[src/rtl/pwm_cap.sv]
// PWM period / high-time capture: synchronised input, prescaled tick counter, four-state measurement FSM.
// Optional build macro PWM_CAP_GLITCH_FILTER_EN adds a 3-sample stability filter ahead of edge detection.
module pwm_cap #(
    parameter int CNT_WIDTH = 16
) (
    input  logic                 clk_i,
    input  logic                 rst_n_i,
    input  logic                 en_i,
    input  logic                 clr_i,
    input  logic                 capie_i,
    input  logic                 ovie_i,
    input  logic [CNT_WIDTH-1:0] pscr_i,
    input  logic                 stat_clr_i,
    input  logic                 pwm_i,
    output logic [CNT_WIDTH-1:0] per_o,
    output logic [CNT_WIDTH-1:0] high_o,
    output logic                 vld_o,
    output logic                 ovif_o,
    output logic                 irq_o
);

    // state | meaning
    // IDLE  | capture disabled, results held
    // ARM   | waiting for the first rise of a measurement
    // HIGH  | counting the high phase
    // LOW   | counting the low phase; next rise completes a period
    typedef enum logic [1:0] {IDLE, ARM, HIGH, LOW} state_t;

    localparam logic [CNT_WIDTH-1:0] ONE = CNT_WIDTH'(1);
    localparam logic [CNT_WIDTH-1:0] TWO = CNT_WIDTH'(2);

    state_t state, state_nxt;

    logic sync1, sync2, lvl, lvl_q;
    logic rise, fall;

    always_ff @(posedge clk_i or negedge rst_n_i) begin
        if (!rst_n_i) begin
            sync1 <= 1'b0;
            sync2 <= 1'b0;
            lvl_q <= 1'b0;
        end else begin
            sync1 <= pwm_i;
            sync2 <= sync1;
            lvl_q <= lvl;
        end
    end

`ifdef PWM_CAP_GLITCH_FILTER_EN
    logic [1:0] hist;

    always_ff @(posedge clk_i or negedge rst_n_i) begin
        if (!rst_n_i) hist <= 2'b00;
        else          hist <= {hist[0], sync2};
    end

    // A new level is only accepted once three consecutive samples agree.
    assign lvl = ((sync2 == hist[0]) && (sync2 == hist[1])) ? sync2 : lvl_q;
`else
    assign lvl = sync2;
`endif

    assign rise = lvl & ~lvl_q;
    assign fall = ~lvl & lvl_q;

    logic [CNT_WIDTH-1:0] psc, cnt, high_hold;
    logic [CNT_WIDTH-1:0] eff_m1, cnt_tick;
    logic                 counting, tick, cnt_ovf;

    // Compared with >= so a lowered pscr_i takes effect at the next wrap.
    assign eff_m1   = (pscr_i < TWO) ? ONE : (pscr_i - ONE);
    assign counting = (state == HIGH) || (state == LOW);
    assign tick     = counting && (psc >= eff_m1);
    assign cnt_ovf  = tick && (cnt == '1);
    assign cnt_tick = tick ? (cnt + ONE) : cnt;

    always_ff @(posedge clk_i or negedge rst_n_i) begin
        if (!rst_n_i) state <= IDLE;
        else          state <= state_nxt;
    end

    always_comb begin
        state_nxt = state;
        if (!en_i) begin
            state_nxt = IDLE;
        end else if (clr_i) begin
            state_nxt = ARM;
        end else begin
            case (state)
                IDLE: state_nxt = ARM;
                ARM:  if (rise) state_nxt = HIGH;
                HIGH: if (cnt_ovf) state_nxt = ARM;
                      else if (fall) state_nxt = LOW;
                LOW:  if (cnt_ovf) state_nxt = ARM;
                      else if (rise) state_nxt = HIGH;
                default: state_nxt = IDLE;
            endcase
        end
    end

    logic active, do_capture, do_latch_high, do_ovf;

    always_comb begin
        active        = en_i && !clr_i;
        do_ovf        = active && cnt_ovf;
        do_latch_high = active && !cnt_ovf && (state == HIGH) && fall;
        do_capture    = active && !cnt_ovf && (state == LOW) && rise;
    end

    always_ff @(posedge clk_i or negedge rst_n_i) begin
        if (!rst_n_i) begin
            psc <= '0;
            cnt <= '0;
        end else if (!en_i || clr_i || rise) begin
            psc <= '0;
            cnt <= '0;
        end else if (counting) begin
            if (cnt_ovf) begin
                psc <= '0;
            end else if (tick) begin
                psc <= '0;
                cnt <= cnt_tick;
            end else begin
                psc <= psc + ONE;
            end
        end
    end

    always_ff @(posedge clk_i or negedge rst_n_i) begin
        if (!rst_n_i) begin
            high_hold <= '0;
            per_o     <= '0;
            high_o    <= '0;
        end else begin
            if (do_latch_high) high_hold <= cnt_tick;
            if (do_capture) begin
                per_o  <= cnt_tick;
                high_o <= high_hold;
            end
        end
    end

    // Setting a flag wins over a simultaneous stat_clr_i.
    always_ff @(posedge clk_i or negedge rst_n_i) begin
        if (!rst_n_i) begin
            vld_o  <= 1'b0;
            ovif_o <= 1'b0;
        end else begin
            if (do_capture)      vld_o <= 1'b1;
            else if (stat_clr_i) vld_o <= 1'b0;
            if (do_ovf)          ovif_o <= 1'b1;
            else if (stat_clr_i) ovif_o <= 1'b0;
        end
    end

    assign irq_o = (vld_o & capie_i) | (ovif_o & ovie_i);

endmodule
[config.mk]
export PLATFORM = sky130hd
export DESIGN_NAME = pwm_cap
export DESIGN_NICKNAME = d
export VERILOG_FILES = /design/src/rtl/pwm_cap.sv
export SDC_FILE = /design/constraint.sdc
export NUM_CORES = 1
export LEC_CHECK = 0
export ABC_AREA = 1
export BUFFER_PORTS_ARGS = -buffer_cell sky130_fd_sc_hd__buf_2
export CAP_MARGIN = 20
export CORE_ASPECT_RATIO = 1.25
export CORE_MARGIN = 1.5
export CORE_UTILIZATION = 45
export DETAILED_ROUTE_END_ITERATION = 12
export GPL_TIMING_DRIVEN = 0
export HOLD_SLACK_MARGIN = 0.08
export PLACE_DENSITY_LB_ADDON = 0.08
export SKIP_CTS_REPAIR_TIMING = 1
export SLEW_MARGIN = 20
export SYNTH_ARGS = -nofsm -noshare
export SYNTH_HDL_FRONTEND = slang
export SYNTH_SLANG_ARGS = --single-unit
[constraint.sdc]
create_clock -name clk_i -period 2.3 [get_ports clk_i]
set_clock_uncertainty 0.05 [all_clocks]
set_input_delay 0.23 -clock clk_i [delete_from_list [all_inputs] [get_ports clk_i]]
set_output_delay 0.23 -clock clk_i [all_outputs]
set_load 0.01 [all_outputs]
**After elaboration in Yosys (flattened, before gate mapping)**

Cells that the tools add are included.

- Add/sub/neg operators: 3
- Multiply operators: 0
- Div/mod/pow operators: 0
- Magnitude comparators: 2
- Equal/unequal tests: 6
- Shift-type cells: 0
- Mux-type cells: 20
- Bitwise logic cells: 7
- Reductions and logical operators: 21

Operators by type and width:

| operator | count |
|---|---|
| $mux W16 | 10 |
| $add A16 B1 Y16 const B | 2 |
| $eq A16 B16 Y1 const B | 1 |
| $ge A16 B16 Y1 | 1 |
| $lt A16 B2 Y1 const B | 1 |
| $sub A16 B1 Y16 const B | 1 |
| $mux W2 | 6 |
| $logic_and A1 B1 Y1 | 9 |
| $pmux W2 S4 | 1 |
| $reduce_bool A2 Y1 | 4 |
| $ne A5 B5 Y1 const B | 1 |
| $and A1 B1 Y1 | 4 |
| $eq A2 B2 Y1 const B | 2 |
| $logic_not A1 Y1 | 3 |
| $logic_or A1 B1 Y1 | 3 |
| $mux W1 | 3 |
| $reduce_and A3 Y1 | 1 |
| $eq A2 B1 Y1 const B | 1 |
| $logic_not A2 Y1 | 1 |
| $ne A2 B1 Y1 const B | 1 |
| $not A1 Y1 | 2 |
| $or A1 B1 Y1 | 1 |

- Bits in registers: 87
- Bits in latches: 0
- Memory bits (writable): 0
- Memory bits (read-only): 0
- Input bits: 24
- Output and inout port bits: 35
- Memories: 0

**Longest topological paths before layout**

- Depth in word-level cells: 10
- Gate-level depth with buffers: 24
- Gate-level depth less buffers: 24

**Least setup slack after synthesis**

No wires, ideal clock.

- Path kind: input port to flip-flop
- From: input port pscr_i[5]
- To: register high_hold[10]
- Data arrival time: 2576 ps
- Data required time: 2134 ps
- Slack: -443 ps
- Cell stages on the path: 22
- Path buffers: 2
- Path through: nor2_1 -> inv_1 -> nor4_1 -> nand3_1 -> buf_2 -> nand3_1 -> ha_1 -> nand2_1 -> inv_2 -> nand2_1 -> nand2_1 -> nor2_1 -> nand2_1 -> nand2_1 -> nand2_2 -> nand2_2 -> buf_2 -> nand2_1 -> o21ai_1 -> inv_1 -> nand2_1 -> nand2_1

- Word-level cells in the longest chain between the ends: 9

Ends and longest elaborated chain:

| element | line | RTL |
|---|---|---|
| from (decl) | 12 | `input logic [CNT_WIDTH-1:0] pscr_i,` |
| $sub A16 B1 Y16 / $lt A16 B2 Y1 (equally long branches) | 71 | `assign eff_m1 = (pscr_i < TWO) ? ONE : (pscr_i - ONE);` |
| $mux W16 * | 71 |  |
| $ge A16 B16 Y1 * | 73 | `assign tick = counting && (psc >= eff_m1);` |
| $logic_and A1 B1 Y1 * | 73 |  |
| $logic_and A1 B1 Y1 | 74 | `assign cnt_ovf = tick && (cnt == '1);` |
| $logic_not A1 Y1 | 106 | `do_latch_high = active && !cnt_ovf && (state == HIGH) && fall;` |
| $logic_and A1 B1 Y1 (3 in series) | 106 |  |
| to (signal assigned) | 135 | `if (do_latch_high) high_hold <= cnt_tick;` |
| to (decl) | 66 | `logic [CNT_WIDTH-1:0] psc, cnt, high_hold;` |

Every way passes the cells marked *; elsewhere a longest branch is shown, timed or not.
A chain may end at the register's enable or synchronous reset.

**Worst setup path after layout**

- From: input port pscr_i[1]
- To: register cnt[3]

- Word-level cells in the longest chain between the ends: 9

Ends and longest elaborated chain:

| element | line | RTL |
|---|---|---|
| $sub A16 B1 Y16 / $lt A16 B2 Y1 (equally long branches) | 71 |  |
| $mux W16 * | 71 |  |
| $ge A16 B16 Y1 * | 73 |  |
| $logic_and A1 B1 Y1 * | 73 |  |
| $mux W16 | 75 | `assign cnt_tick = tick ? (cnt + ONE) : cnt;` |
| $mux W16 | 120 | `end else if (tick) begin` |
| $mux W16 | 118 | `if (cnt_ovf) begin` |
| $mux W16 | 117 | `end else if (counting) begin` |
| $mux W16 | 114 | `end else if (!en_i \|\| clr_i \|\| rise) begin` |
| to (signal assigned) | 122 | `cnt <= cnt_tick;` |
| to (decl) | 66 |  |

Every way passes the cells marked *; elsewhere a longest branch is shown, timed or not. The select of a mux whose other input is x is not followed.

==> impl_metrics.json <==
{
  "status": "finished, violations left",
  "failed_checks": "DRC, setup timing",
  "post-route-drc-count": 5,
  "slew_headroom": 0.4859,
  "synthMostInstantiatedCell": "nand2_1",
  "layout_setup_ws_ns": -0.4083,
  "drive_gt1_frac": 0.4052,
  "peakVddDrop_v": 0.0003610,
  "synth_common_cells": "231 x nand2_1, 87 x dfrtp_1, 77 x inv_1",
  "tightest_slew_ns": 0.7684,
  "synth_seq_cells": 87,
  "post_dp_cell_area_um2": 5934,
  "dpl.hpwl_mm": 9.909,
  "leakage_nw": 3.753,
  "finalHoldViolations": 0,
  "worstPathCellList": "buf_2, inv_2, ha_4, inv_2, nor2_4, inv_1, nor2_4, or2_4, nand3_4, ha_4, nand2_2, inv_2, nand2_2, nor2_2, nor2_2, nand2_2, nand2_2, nand2_4, nand2_8, buf_8, clkinv_8, nand3_4, clkbuf_16, o21ai_2",
  "viasPerCell": 5.174,
  "grt_overflow": 0,
  "antenna_found_initial": 0,
  "die_x_um": 98.92,
  "place_worst_setup_slack_ns": -0.8503,
  "wl_mm": 14.25,
  "holdWs_ns": 0.2087,
  "globalplace.congestion": 0.8839,
  "ys_types": 36,
  "nFillCells": 959,
  "path_buf_inv": 8,
  "synth_cells": 666,
  "worstReg2RegStart": "psc[0]$_DFFE_PN0P_",
  "slowest_delay_ns": 0.27,
  "rows": 43,
  "ys_seq_area_frac": 0.4207,
  "crit_fanout": 5,
  "cts_buffers": 9,
  "post_drt_wl_per_cell_um": 15.66,
  "clock.fmax_mhz": 369.2,
  "cpMaxStageDelayCell": "ha_4",
  "period_needed_ns": 2.708,
  "die_area_um2": 12160,
  "grt_pass1_wl_mm": 21.86,
  "required_ns": 2.52,
  "fin_setup_tns_ns": -26.32,
  "synth_area_per_cell_um2": 7.770,
  "endpoint_kind": "flop",
  "initial_core_util": 0.4647,
  "synthesis.area_um2": 5175,
  "startpoint": "pscr_i[1]",
  "core_area_um2": 11140,
  "drtPass1Iterations": 8,
  "netlist.area_leader.share": 0.4207,
  "max_cap_violations": 0,
  "setup_viol": 84,
  "grt_pass1_vias": 4610,
  "rsz0062_at_grt": "yes",
  "path_clk_slew_ns": 0.06,
  "synthTopCellsByArea": "dfrtp_1 42%, nand2_1 17%, inv_1 5.6%",
  "fin_area_um2": 7208,
  "period_share": 1.178,
  "clock-sinks": 87,
  "reg2reg_slack_ns": -0.04,
  "cts_root_buffer": "clkbuf_16",
  "cp-start-kind": "input pin",
  "synth-edff-count": 0,
  "reg2reg_depth": 14,
  "clkLatencyLatePin_ns": 0.34,
  "power_density_nw_per_um2": 437.2,
  "drv_slew": 0,
  "htree_levels": 3,
  "crit_path_end": "cnt[3]$_DFFE_PN0P_",
  "grtUsageTotal": 0.2296,
  "path_class": "input pin to flop",
  "yosys_warnings": 0,
  "ant_nets": 0,
  "num_io_pins": 59,
  "synth_top_area_cell": "dfrtp_1",
  "clockBufferDepth": 2,
  "synth_nets": 709,
  "grt_max_degree": 57,
  "path_depth": 24,
  "path_delay_family": "simple AND/OR/NAND/NOR gates",
  "n_antenna_cell": 0,
  "worstPathArrival_ns": 2.93,
  "vias": 4708,
  "die_h_um": 122.9,
  "syn_to_final_growth_pct": 39.29,
  "first_iter_violations": 278,
  "multi_input_area_um2": 3261,
  "layout.area.seq_um2": 2177,
  "hp-class": "input pin to flop",
  "cts_tree": "done",
  "nets": 813,
  "port_buffers": 58,
  "ys_async_sr_fraction": 1.000,
  "cpMostUsedCell": "nand2_2",
  "yosys_most_used_dff": "dfrtp_1",
  "r2r-end": "cnt[3]$_DFFE_PN0P_",
  "fin_util": 0.6472
}
## placed cells by master, fill, tap and decap left out, drive strengths merged, types with 12 or more instances in the layout
cell | Yosys | routed
nor3 | 16 | 16
nor2 | 37 | 37
dfrtp | 87 | 87
nand3 | 48 | 48
nand2 | 241 | 241
inv | 85 | 88
clkbuf | 1 | 17
nand4 | 13 | 13
buf | 17 | 101
a21oi | 12 | 12
ha | 19 | 19
xor2 | 23 | 23
o21ai | 38 | 38
## metrics by stage
stage,power [W],instances
after global routing,0.003265,910
after detailed placement,0.001748,860
after CTS,0.003147,876
after global placement,0.001736,859
after floorplan,0.001656,666
final,0.003151,910
## power by group
group          internal (W)  switching (W)  leakage (nW)
Combinational     0.0000844       0.000141          2.41
Clock              0.000772       0.000618         0.137
Sequential          0.00153     0.00000215          1.21
Total               0.00239       0.000761          3.75
## state kept, by name (all words and copies together) (netlist names)
name	flops
per_o	16
cnt	16
sync1	1
lvl	1
state	2
high_o	16
psc	16
high_hold	16
ovif_o	1
lvl_q	1
vld_o	1
## layer usage
layer / vias to the layer above / routed length [um] / part of all wire / GRT usage
li1: 2331 / - / - / -
met1: 2278 / 5672 / 0.40 / 0.2583
met2: 79 / 7926 / 0.56 / 0.4341
met3: 20 / 271 / 0.019 / 0.02431
met4: 0 / 384 / 0.027 / 0.1080
met5: - / 0 / 0 / 0
## cell families after synthesis
| kind of cell | synth area share |
|---|---|
| DFF | 0.4207 |
| adders and majority gates | 0.04594 |
| buffers and inverters | 0.09139 |
| and+or+nand+nor | 0.3269 |
| AOI/OAI and AO/OA | 0.07108 |
| xor gates and xnor gates | 0.04400 |
## worst min path at each step
| stage | startpoint | slack [ns] | to | depth (start not counted) |
|---|---|---|---|---|
| after floorplan | rst_n_i | -0.12 | cnt[0]$_DFFE_PN0P_ | 0 |
| after global placement | sync1$_DFF_PN0_ | 0.29 | lvl$_DFF_PN0_ | 0 |
| after detailed placement | rst_n_i | 0.16 | cnt[8]$_DFFE_PN0P_ | 1 |
| after CTS | rst_n_i | -0.20 | state[0]$_DFFE_PN0P_ | 1 |
| after global routing | en_i | 0.25 | state[0]$_DFFE_PN0P_ | 5 |
| final | clr_i | 0.21 | state[1]$_DFFE_PN0P_ | 4 |
## layout make-up
cell class,instances,area share
Inverter,85,0.04669
Buffer,18,0.03315
Tap cell,135,0.02343
Timing Repair Buffer,92,0.1021
Timing Repair inverter,1,0.001215
Multi-Input combinational cell,476,0.4524
Clock inverter,5,0.005381
Clock buffer,11,0.03367
Sequential cell,87,0.3020
## tightest hold or removal path, stage by stage
cell	delay, ns
buf_2	0.11
nor2_4	0.08
nand3_1	0.08
nand2_1	0.05
Note: power is estimated with default switching activity, not from simulation.
